**src/rtl/cplx_mul_sched_pkg.sv**
```systemverilog
// ----------------------------------------------------------------------------
// Q15Types : Q15 scalar/complex types and the reference complex multiply.
// Rev 1.0
// ----------------------------------------------------------------------------
`default_nettype none

package Q15Types;

  typedef logic signed [15:0] Q15;

  typedef struct packed {
    Q15 re;
    Q15 im;
  } CplxQ15;

  // 32-bit intermediates wrap; the >>>15 result is truncated to 16 bits.
  function automatic CplxQ15 mulCplxQ15(input CplxQ15 a, input CplxQ15 b);
    logic signed [31:0] re_acc;
    logic signed [31:0] im_acc;
    CplxQ15             r;
    re_acc = 32'(a.re) * 32'(b.re) - 32'(a.im) * 32'(b.im);
    im_acc = 32'(a.re) * 32'(b.im) + 32'(a.im) * 32'(b.re);
    r.re   = Q15'(re_acc >>> 15);
    r.im   = Q15'(im_acc >>> 15);
    return r;
  endfunction

endpackage

`default_nettype wire

```
**src/rtl/cplx_mul_sched_if.sv**
```systemverilog
// ----------------------------------------------------------------------------
// cplx_mul_sched_if : requester operand handshake and shared result bus.
// Rev 1.0
// ----------------------------------------------------------------------------
`default_nettype none

interface cplx_mul_sched_if #(
  parameter int NREQ = 4
);

  logic [NREQ-1:0]                   req_valid;
  logic [NREQ-1:0]                   req_ready;
  Q15Types::CplxQ15 [NREQ-1:0]       req_a;
  Q15Types::CplxQ15 [NREQ-1:0]       req_b;
  logic [NREQ-1:0]                   rsp_valid;
  Q15Types::CplxQ15                  rsp_c;

  modport master (
    output req_valid, req_a, req_b,
    input  req_ready, rsp_valid, rsp_c
  );

  modport slave (
    input  req_valid, req_a, req_b,
    output req_ready, rsp_valid, rsp_c
  );

endinterface

`default_nettype wire

```
**src/rtl/cplx_mul_pipe.sv**
```systemverilog
// ----------------------------------------------------------------------------
// cplx_mul_pipe : PIPE-cycle Q15 complex multiplier carrying a requester tag.
// Rev 1.0
// ----------------------------------------------------------------------------
`default_nettype none

module cplx_mul_pipe
  import Q15Types::*;
#(
  parameter int PIPE = 3,
  parameter int TW   = 2
) (
  input  logic          clk,
  input  logic          rst,
  input  logic          in_valid,
  input  logic [TW-1:0] in_tag,
  input  CplxQ15        a,
  input  CplxQ15        b,
  output logic          out_valid,
  output logic [TW-1:0] out_tag,
  output CplxQ15        c
);

  localparam int NDLY = (PIPE >= 3) ? PIPE - 3 : PIPE;

  logic          w_tv;
  logic [TW-1:0] w_ttag;
  CplxQ15        w_tc;

  generate
    if (PIPE >= 3) begin : g_staged
      logic               r1_v;
      logic [TW-1:0]      r1_tag;
      CplxQ15             r1_a;
      CplxQ15             r1_b;
      logic               r2_v;
      logic [TW-1:0]      r2_tag;
      logic signed [31:0] r2_rr;
      logic signed [31:0] r2_ii;
      logic signed [31:0] r2_ri;
      logic signed [31:0] r2_ir;
      logic               r3_v;
      logic [TW-1:0]      r3_tag;
      CplxQ15             r3_c;

      always_ff @(posedge clk) begin
        if (rst) begin
          r1_v   <= 1'b0;
          r1_tag <= '0;
          r1_a   <= '0;
          r1_b   <= '0;
          r2_v   <= 1'b0;
          r2_tag <= '0;
          r2_rr  <= '0;
          r2_ii  <= '0;
          r2_ri  <= '0;
          r2_ir  <= '0;
          r3_v   <= 1'b0;
          r3_tag <= '0;
          r3_c   <= '0;
        end else begin
          r1_v    <= in_valid;
          r1_tag  <= in_tag;
          r1_a    <= a;
          r1_b    <= b;
          r2_v    <= r1_v;
          r2_tag  <= r1_tag;
          r2_rr   <= 32'(r1_a.re) * 32'(r1_b.re);
          r2_ii   <= 32'(r1_a.im) * 32'(r1_b.im);
          r2_ri   <= 32'(r1_a.re) * 32'(r1_b.im);
          r2_ir   <= 32'(r1_a.im) * 32'(r1_b.re);
          r3_v    <= r2_v;
          r3_tag  <= r2_tag;
          r3_c.re <= Q15'((r2_rr - r2_ii) >>> 15);
          r3_c.im <= Q15'((r2_ri + r2_ir) >>> 15);
        end
      end

      assign w_tv   = r3_v;
      assign w_ttag = r3_tag;
      assign w_tc   = r3_c;
    end else begin : g_comb
      // Shallow pipelines compute up front and only delay the result.
      assign w_tv   = in_valid;
      assign w_ttag = in_tag;
      assign w_tc   = mulCplxQ15(a, b);
    end
  endgenerate

  generate
    if (NDLY == 0) begin : g_nodly
      assign out_valid = w_tv;
      assign out_tag   = w_ttag;
      assign c         = w_tc;
    end else begin : g_dly
      logic [NDLY-1:0] r_v;
      logic [TW-1:0]   r_tag [NDLY];
      CplxQ15          r_c   [NDLY];

      always_ff @(posedge clk) begin
        if (rst) begin
          r_v <= '0;
          for (int i = 0; i < NDLY; i++) begin
            r_tag[i] <= '0;
            r_c[i]   <= '0;
          end
        end else begin
          r_v[0]   <= w_tv;
          r_tag[0] <= w_ttag;
          r_c[0]   <= w_tc;
          for (int i = 1; i < NDLY; i++) begin
            r_v[i]   <= r_v[i-1];
            r_tag[i] <= r_tag[i-1];
            r_c[i]   <= r_c[i-1];
          end
        end
      end

      assign out_valid = r_v[NDLY-1];
      assign out_tag   = r_tag[NDLY-1];
      assign c         = r_c[NDLY-1];
    end
  endgenerate

endmodule

`default_nettype wire

```
**src/rtl/cplx_mul_sched.sv**
```systemverilog
// ----------------------------------------------------------------------------
// cplx_mul_sched : round-robin sharing of one pipelined Q15 complex multiplier.
// Rev 1.0
// ----------------------------------------------------------------------------
`default_nettype none

module cplx_mul_sched
  import Q15Types::*;
#(
  parameter int NREQ = 4,
  parameter int PIPE = 3,
  parameter int CW   = 32
) (
  input  logic                clk,
  input  logic                rst,
  input  logic                hold,
  cplx_mul_sched_if.slave     bus,
  output logic                busy,
  output logic [CW-1:0]       ops_cnt
);

  localparam int TW = (NREQ > 1) ? $clog2(NREQ) : 1;
  localparam int FW = $clog2(PIPE + 2);

  logic [TW-1:0]   r_ptr;
  logic [CW-1:0]   r_ops;
  logic [FW-1:0]   r_inflight;
  logic [TW-1:0]   w_gnt_idx;
  logic [TW-1:0]   w_cand;
  logic            w_gnt_found;
  logic [NREQ-1:0] w_ready;
  logic [NREQ-1:0] w_rsp;
  logic            w_fire;
  logic            w_out_valid;
  logic [TW-1:0]   w_out_tag;
  CplxQ15          w_out_c;

  // Rotating first-set search starting at the priority pointer.
  always_comb begin
    int j;
    j           = 0;
    w_cand      = '0;
    w_gnt_found = 1'b0;
    w_gnt_idx   = '0;
    for (int k = 0; k < NREQ; k++) begin
      j      = (int'(r_ptr) + k) % NREQ;
      w_cand = TW'(j);
      if (!w_gnt_found && bus.req_valid[w_cand]) begin
        w_gnt_found = 1'b1;
        w_gnt_idx   = w_cand;
      end
    end
    w_ready = '0;
    if (!rst && !hold && w_gnt_found) begin
      w_ready[w_gnt_idx] = 1'b1;
    end
  end

  assign bus.req_ready = w_ready;
  assign w_fire        = |(bus.req_valid & w_ready);

  always_ff @(posedge clk) begin
    if (rst) begin
      r_ptr      <= '0;
      r_ops      <= '0;
      r_inflight <= '0;
    end else begin
      if (w_fire) begin
        r_ptr <= (w_gnt_idx == TW'(NREQ - 1)) ? '0 : w_gnt_idx + 1'b1;
        r_ops <= r_ops + 1'b1;
      end
      // Counts the union of the pipeline valid bits without reaching inside.
      case ({w_fire, w_out_valid})
        2'b10:   r_inflight <= r_inflight + 1'b1;
        2'b01:   r_inflight <= r_inflight - 1'b1;
        default: r_inflight <= r_inflight;
      endcase
    end
  end

  cplx_mul_pipe #(
    .PIPE (PIPE),
    .TW   (TW)
  ) u_pipe (
    .clk       (clk),
    .rst       (rst),
    .in_valid  (w_fire),
    .in_tag    (w_gnt_idx),
    .a         (bus.req_a[w_gnt_idx]),
    .b         (bus.req_b[w_gnt_idx]),
    .out_valid (w_out_valid),
    .out_tag   (w_out_tag),
    .c         (w_out_c)
  );

  always_comb begin
    w_rsp = '0;
    if (w_out_valid) begin
      w_rsp[w_out_tag] = 1'b1;
    end
  end

  assign bus.rsp_valid = w_rsp;
  assign bus.rsp_c     = w_out_c;
  assign busy          = (r_inflight != '0);
  assign ops_cnt       = r_ops;

endmodule

`default_nettype wire

```
**src/flat_wrapper.sv**
```systemverilog
// flat-port wrapper written by rule: the top's interface ports become plain ports
module cplx_mul_sched_flat import Q15Types::*;
#(
  parameter int NREQ = 4,
  parameter int PIPE = 3,
  parameter int CW   = 32
)
  (clk, rst, hold, busy, ops_cnt, bus_req_valid, bus_req_a, bus_req_b, bus_req_ready, bus_rsp_valid, bus_rsp_c);
  cplx_mul_sched_if #(.NREQ(NREQ)) bus_i ();
  input  logic clk;
  input  logic rst;
  input  logic hold;
  output logic busy;
  output logic [CW-1:0] ops_cnt;
  input wire logic [$bits(bus_i.req_valid)-1:0] bus_req_valid;
  input wire logic [$bits(bus_i.req_a)-1:0] bus_req_a;
  input wire logic [$bits(bus_i.req_b)-1:0] bus_req_b;
  output wire logic [$bits(bus_i.req_ready)-1:0] bus_req_ready;
  output wire logic [$bits(bus_i.rsp_valid)-1:0] bus_rsp_valid;
  output wire logic [$bits(bus_i.rsp_c)-1:0] bus_rsp_c;
  assign bus_i.req_valid = bus_req_valid;
  assign bus_i.req_a = bus_req_a;
  assign bus_i.req_b = bus_req_b;
  assign bus_req_ready = bus_i.req_ready;
  assign bus_rsp_valid = bus_i.rsp_valid;
  assign bus_rsp_c = bus_i.rsp_c;
  cplx_mul_sched #(.NREQ(NREQ), .PIPE(PIPE), .CW(CW)) u_core (.clk(clk), .rst(rst), .hold(hold), .bus(bus_i), .busy(busy), .ops_cnt(ops_cnt));
endmodule
```
**config.mk**
```make
export PLATFORM = sky130hd
export DESIGN_NAME = cplx_mul_sched_flat
export DESIGN_NICKNAME = d
export VERILOG_FILES = /design/src/rtl/cplx_mul_sched_pkg.sv /design/src/rtl/cplx_mul_sched_if.sv /design/src/rtl/cplx_mul_pipe.sv /design/src/rtl/cplx_mul_sched.sv /design/src/flat_wrapper.sv
export SDC_FILE = /design/constraint.sdc
export NUM_CORES = 2
export LEC_CHECK = 0
export ABC_AREA = 0
export BUFFER_PORTS_ARGS = -buffer_cell sky130_fd_sc_hd__buf_2
export CORE_AREA = 2 2 322 324
export CTS_CLUSTER_SIZE = 40
export DETAILED_ROUTE_END_ITERATION = 8
export DIE_AREA = 0 0 324 326
export PLACE_DENSITY = 0.66
export SLEW_MARGIN = 5
export SYNTH_ARGS = -nofsm -noshare
export SYNTH_HDL_FRONTEND = slang
export SYNTH_SLANG_ARGS = --single-unit
```
**constraint.sdc**
```tcl
create_clock -name clk -period 7.4 [get_ports clk]
set_input_delay 1.85 -clock clk [delete_from_list [all_inputs] [get_ports clk]]
set_output_delay 1.85 -clock clk [all_outputs]
set_load 0.02 [all_outputs]
```
-- Word level (Yosys, flattened, before mapping)
Cells that the tools add are included.
W data, S select, Z words.
- bits in registers: 266
- bits of input ports: 263
- output and inout bits: 73
- add/subtract/negate cells: 9
- multipliers: 4
- magnitude comparators: 8
- equal/unequal tests: 3
- mux-type cells: 28
- bitwise operators: 1
- reduce and logical (&&, ||, !) cells: 15
- operators by type and width (cell ; count):
    $bmux W32 S2 ; 2
    $mul A16 B16 Y31 ; 4
    $mux W32 ; 2
    $add A32 B1 Y32 const B ; 1
    $add A31 B31 Y31 ; 1
    $sub A31 B31 Y31 ; 1
    $lt A2 B3 Y1 const B ; 6
    $mux W1 ; 10
    $mux W2 ; 5
    $bmux W1 S2 ; 4
    $mux W4 ; 2
    $logic_and A1 B1 Y1 ; 7
    $pmux W3 S2 ; 1
    $logic_not A1 Y1 ; 5
    $add A2 B1 Y2 const B ; 2
    $add A2 B2 Y2 const B ; 2
    $and A4 B4 Y4 ; 1
    $demux W1 S2 ; 2
    $eq A2 B2 Y1 const B ; 2
    $ge A2 B1 Y1 const B ; 2
    $reduce_or A4 Y1 ; 1
    $add A3 B1 Y3 const B ; 1
    $reduce_bool A3 Y1 ; 1
    $sub A3 B1 Y3 const B ; 1
    other kinds (2) ; 2

-- Depth between registers and ports, before layout
- word-level depth: 21
- depth in mapped cells: 25
- depth with buffers taken out: 23

-- Modules after synthesis
A second synthesis with hierarchy kept.
- cell total of the unflattened synthesis: 5670
- area total of the unflattened synthesis: 50181.9 µm²
- by module, submodules not included (module ; instances ; cells an instance ; area each (µm²)):
    cplx_mul_pipe ; 1 ; 4999 ; 46205.6
    cplx_mul_sched ; 1 ; 671 ; 3976.3

-- Worst setup path before layout
Ideal clock, no wire load.
- path kind: register to register
- from: register u_core.u_pipe.g_staged.r1_a[31] (netlist bit)
- to: register u_core.u_pipe.g_staged.r2_ri[29]
- setup time: 0.121 ns
- data arrival time: 6.171 ns
- required time: 7.279 ns
- path slack: 1.107 ns
- cell stages (with the launch flop): 23
- buffers on the path: 2
- period minus slack after synthesis: 6.293 ns
- path through: dfxtp_1 clkbuf_1 clkbuf_1 nand2_1 inv_1 fa_1 fa_1 fa_1 fa_1 fa_1 inv_1 fa_1 inv_1 ha_1 a21o_1 a21o_1 a21oi_1 nor2b_1 or4_1 o221a_4 a211o_1 o21ba_1 mux2_4
- cells in the longest elaborated chain, start to end: 1
- RTL lines (element ; line ; RTL):
    start, declared ; cplx_mul_pipe.sv:34 ; CplxQ15 r1_a;
    start signal, assigned ; cplx_mul_pipe.sv:50 ; r1_a <= '0;
    start signal, assigned ; cplx_mul_pipe.sv:64 ; r1_a <= a;
    $mul A16 B16 Y31 ; cplx_mul_pipe.sv:70 ; r2_ri <= 32'(r1_a.re) * 32'(r1_b.im);
    end signal, assigned ; cplx_mul_pipe.sv:70 ;
    end, declared ; cplx_mul_pipe.sv:40 ; logic signed [31:0] r2_ri;
No other way between the ends.
A chain may end at the register's enable or synchronous reset.

-- Worst setup path in the final report
- from: register u_core.u_pipe.g_staged.r1_b[17] (netlist bit)
- to: register u_core.u_pipe.g_staged.r2_rr[25]
- cells in the longest elaborated chain, start to end: 1
- RTL lines (element ; line ; RTL):
    start, declared ; cplx_mul_pipe.sv:35 ; CplxQ15 r1_b;
    start signal, assigned ; cplx_mul_pipe.sv:51 ; r1_b <= '0;
    start signal, assigned ; cplx_mul_pipe.sv:65 ; r1_b <= b;
    $mul A16 B16 Y31 ; cplx_mul_pipe.sv:68 ; r2_rr <= 32'(r1_a.re) * 32'(r1_b.re);
    end signal, assigned ; cplx_mul_pipe.sv:68 ;
    end, declared ; cplx_mul_pipe.sv:38 ; logic signed [31:0] r2_rr;
No other way between the ends.

==> impl_metrics.env <==
export IMPL_outcome="complete, no violations"
export IMPL_path_cells="nand2_1, fa_1, fa_1, fa_1, inv_1, fa_1, fa_1, inv_1, fa_1, inv_1, ha_1, or3_1, a2111oi_0, a21bo_1, a311oi_2, a21oi_2, a21o_1, a21oi_1, mux2_1"
export IMPL_die_area_um2=106000
export IMPL_worst_ir_drop_vdd_uv=323
export IMPL_synth_compound_area_share_pct=5.26
export IMPL_clkSlewWorstSetupHoldPaths_ps=70
export IMPL_leakage_uw=0.0278
export IMPL_worstPathRequired_ps=7870
export IMPL_synth_top_area_cell="fa_1"
export IMPL_rows=118
export IMPL_core_area_um2=103000
export IMPL_synthArstFlopShare_pct=0
export IMPL_cts_setup_buffers=0
export IMPL_antenna_found_initial=8
export IMPL_max_stage_delay_ps=820
export IMPL_synth_seq_cells=266
export IMPL_die_x_um=324
export IMPL_synth_cell_area_um2=49600
export IMPL_finalWeightedCongestion=0.907
export IMPL_insertion_delay_ps=590
export IMPL_postCtsHoldBufs=0
export IMPL_synth_commonest_cells="1163 x inv_1, 1025 x fa_1, 557 x nand2_1"
export IMPL_start_util_pct=48.4
export IMPL_setup_viol=0
export IMPL_ioPinCount=336
export IMPL_hold_viol=0
export IMPL_synthMuxAreaShare_pct=3.11
export IMPL_drv_cap=0
export IMPL_worstSetupStartpointType="register"
export IMPL_cpMostUsedCell="fa_1"
export IMPL_synth_seq_area_share_pct=10.7
export IMPL_skew_ps=25.1
export IMPL_worstRegToRegCells=19
export IMPL_fin_ws_ps=456
export IMPL_grt_pass1_vias=39700
export IMPL_synth_top_family_by_area="adder cells"
export IMPL_grt_max_degree=96
export IMPL_critical_path_class="register to register"
export IMPL_syn_to_final_growth_pct=9.63
export IMPL_synth_top_area_share_pct=41.4
export IMPL_grt_pass1_wl_mm=214
export IMPL_route_detailed_drc=0
export IMPL_finalMaxSlewViolations=0
export IMPL_fin_nets=7236
export IMPL_fp_dieH_um=326
export IMPL_critPathMaxFanout=15
export IMPL_setup_tns_ps=0
export IMPL_cts_repair_resized=0
export IMPL_avgSynthCellArea_um2=9.35
export IMPL_fill_cells=9308
export IMPL_dpl_instance_area_um2=53200
export IMPL_post_route_period_util_pct=93.8
export IMPL_synth_ff_type="dfxtp_1"
export IMPL_dpl_cell_count=6907
export IMPL_worstHoldPathType="register to register"
export IMPL_grtUsageTotal_pct=26.2
export IMPL_yosysMostFrequentCell="inv_1"
export IMPL_worst_pin_slew_ps=1050
export IMPL_rsz0062_at_grt="false"
export IMPL_fin_util_pct=53.0
export IMPL_fin_cells=6973
export IMPL_place_ws_ps=518
export IMPL_syn_inst=5308
export IMPL_synthAdderAreaFrac_pct=51.0
export IMPL_netlist_top_cells_area="fa_1 41%, dfxtp_1 11%, ha_1 9.7%"
export IMPL_dr_pass1_iters=5
export IMPL_synth_simple_area_share_pct=15.9
export IMPL_layout_min_cycle_time_ps=6940
export IMPL_ys_types=78
export IMPL_fin_area_um2=54400
export IMPL_numCtsBuffers=35
export IMPL_cts_tree="done"
export IMPL_max_freq_mhz=144
export IMPL_avgViaCountPerCell=5.19
export IMPL_h_tree_depth=2
export IMPL_synthXorXnorAreaFrac_pct=3.32
export IMPL_p_per_area_nw_per_um2=341
export IMPL_avgRoutedWirePerCell_um=18.8
export IMPL_drt_iter0_markers=1885
export IMPL_dp_hpwl_mm=109
export IMPL_syn_num_nets=6980
export IMPL_cts_sinks=266
export IMPL_cp_slowest_cell="dfxtp_1"
export IMPL_worstPathArrival_ps=7410
export IMPL_port_buffers=335
export IMPL_vias=36200
export IMPL_hold_depth=1
export IMPL_synth_warning_count=0
export IMPL_clockBufferDepth=3
export IMPL_synth_edf_count=0
export IMPL_slew_headroom_pct=29.9
export IMPL_drt_total_wl_mm=131
export IMPL_grt_ovfl_total=0
export IMPL_cp_end_kind="register"
export IMPL_ant_nets=0
export IMPL_drive_gt1_share_pct=11.2
export IMPL_cts_root_buffer="clkbuf_16"
## layout make-up
class	count	area, um2	share of cell area [%]
multi-input cells	3639	39000	71.8
inverters	1163	4370	8.03
clock buffers	43	937	1.72
diodes	2	5.00	0.00920
clock inverters	21	282	0.518
well taps	1380	1730	3.17
repair buffers	459	2720	5.00
flip-flops and latches	266	5330	9.79
## flip-flops by register name (all words and copies together), names as in the netlist
| name | count |
|---|---|
| u_core.ops_cnt | 32 |
| u_core.u_pipe.g_staged.r2_tag | 2 |
| u_core.u_pipe.g_staged.r1_b | 32 |
| u_core.u_pipe.g_staged.r2_rr | 31 |
| u_core.u_pipe.g_staged.r2_ri | 31 |
| u_core.u_pipe.g_staged.r2_ir | 31 |
| u_core.r_ptr | 2 |
| u_core.u_pipe.c | 32 |
| u_core.u_pipe.g_staged.r1_tag | 2 |
| u_core.u_pipe.out_tag | 2 |
| u_core.u_pipe.g_staged.r1_a | 32 |
| u_core.u_pipe.out_valid | 1 |
| u_core.r_inflight | 3 |
| u_core.u_pipe.g_staged.r2_v | 1 |
| u_core.u_pipe.g_staged.r1_v | 1 |
| u_core.u_pipe.g_staged.r2_ii | 31 |
## layer usage
layer  up-vias  share of wire [%]  GRT usage, %  wire [um]
met3       225                5.7          3.47       7510
met5         -             0.0099             0         13
met2      1095                 49          44.8      63800
met4         2                4.9          11.1       6400
li1      16400                  -             -          -
met1     18400                 41          33.4      53500
## worst max-delay path, delay by kind of cell, from the launching register on
family | cells | cell delay, ps
adder cells (fa/ha/maj) | 7 | 3300
flip-flops | 1 | 820
AO/OA/AOI/OAI | 6 | 1630
buffers and inverters | 3 | 150
multiplexers | 1 | 330
AND/OR/NAND/NOR | 2 | 580
## power breakdown
part           total [uW]  switching, uW  internal (uW)
Clock                1870            780           1090
Combinational       14500           8450           6010
Sequential           2200            346           1860
## cell usage in the layout, fill, tap and decap left out, types with 7 or more instances in the layout
cell	synthesis	layout
inv_1	1163	1162
fa_1	1025	1025
nand2_1	557	557
and2_1	472	472
ha_1	384	384
buf_2	7	334
dfxtp_1	266	266
nor2_1	253	253
buf_4	0	116
xnor2_1	111	111
nor2b_1	109	109
a21oi_1	104	103
xor2_1	77	77
o21ai_0	69	69
mux4_2	64	64
a21o_1	62	62
nand2b_1	40	40
clkbuf_16	0	36
nand3_1	32	32
nor3_1	31	31
a211oi_1	29	29
or3_1	19	19
and3_1	18	18
nand4_1	14	14
o21a_1	13	13
o21bai_1	13	13
o31ai_1	10	10
a31oi_1	10	10
a211o_1	9	9
nor3b_1	9	9
buf_12	0	8
o211ai_1	7	7
## kinds of logic (layout without fill, tap and decap cells)
kind of cell,Yosys count,in the layout
AND/OR/NAND/NOR,1585,1585
adder cells (fa/ha/maj),1409,1409
buffers and inverters,1403,1686
AO/OA/AOI/OAI,384,384
flip-flops,266,266
XOR/XNOR,188,188
multiplexers,73,73
other,0,2
## stage by stage
stage	hold slack (ps)	power, uW
after floorplan	414	12700
after global placement	420	16400
after detailed placement	427	16600
after CTS	447	18600
after global routing	451	20600
final	442	18500
## worst paths after layout
kind                                                        from                          endpoint  slack [ps]
worst max register to register   u_core.u_pipe.g_staged.r1_b[17]  u_core.u_pipe.g_staged.r2_rr[25]         460
worst min-delay path            u_core.u_pipe.g_staged.r2_tag[1]          u_core.u_pipe.out_tag[1]         440
worst max-delay path             u_core.u_pipe.g_staged.r1_b[17]  u_core.u_pipe.g_staged.r2_rr[25]         460
worst min register to register  u_core.u_pipe.g_staged.r2_tag[1]          u_core.u_pipe.out_tag[1]         440
No activity file was read; power rests on OpenSTA's default activity.
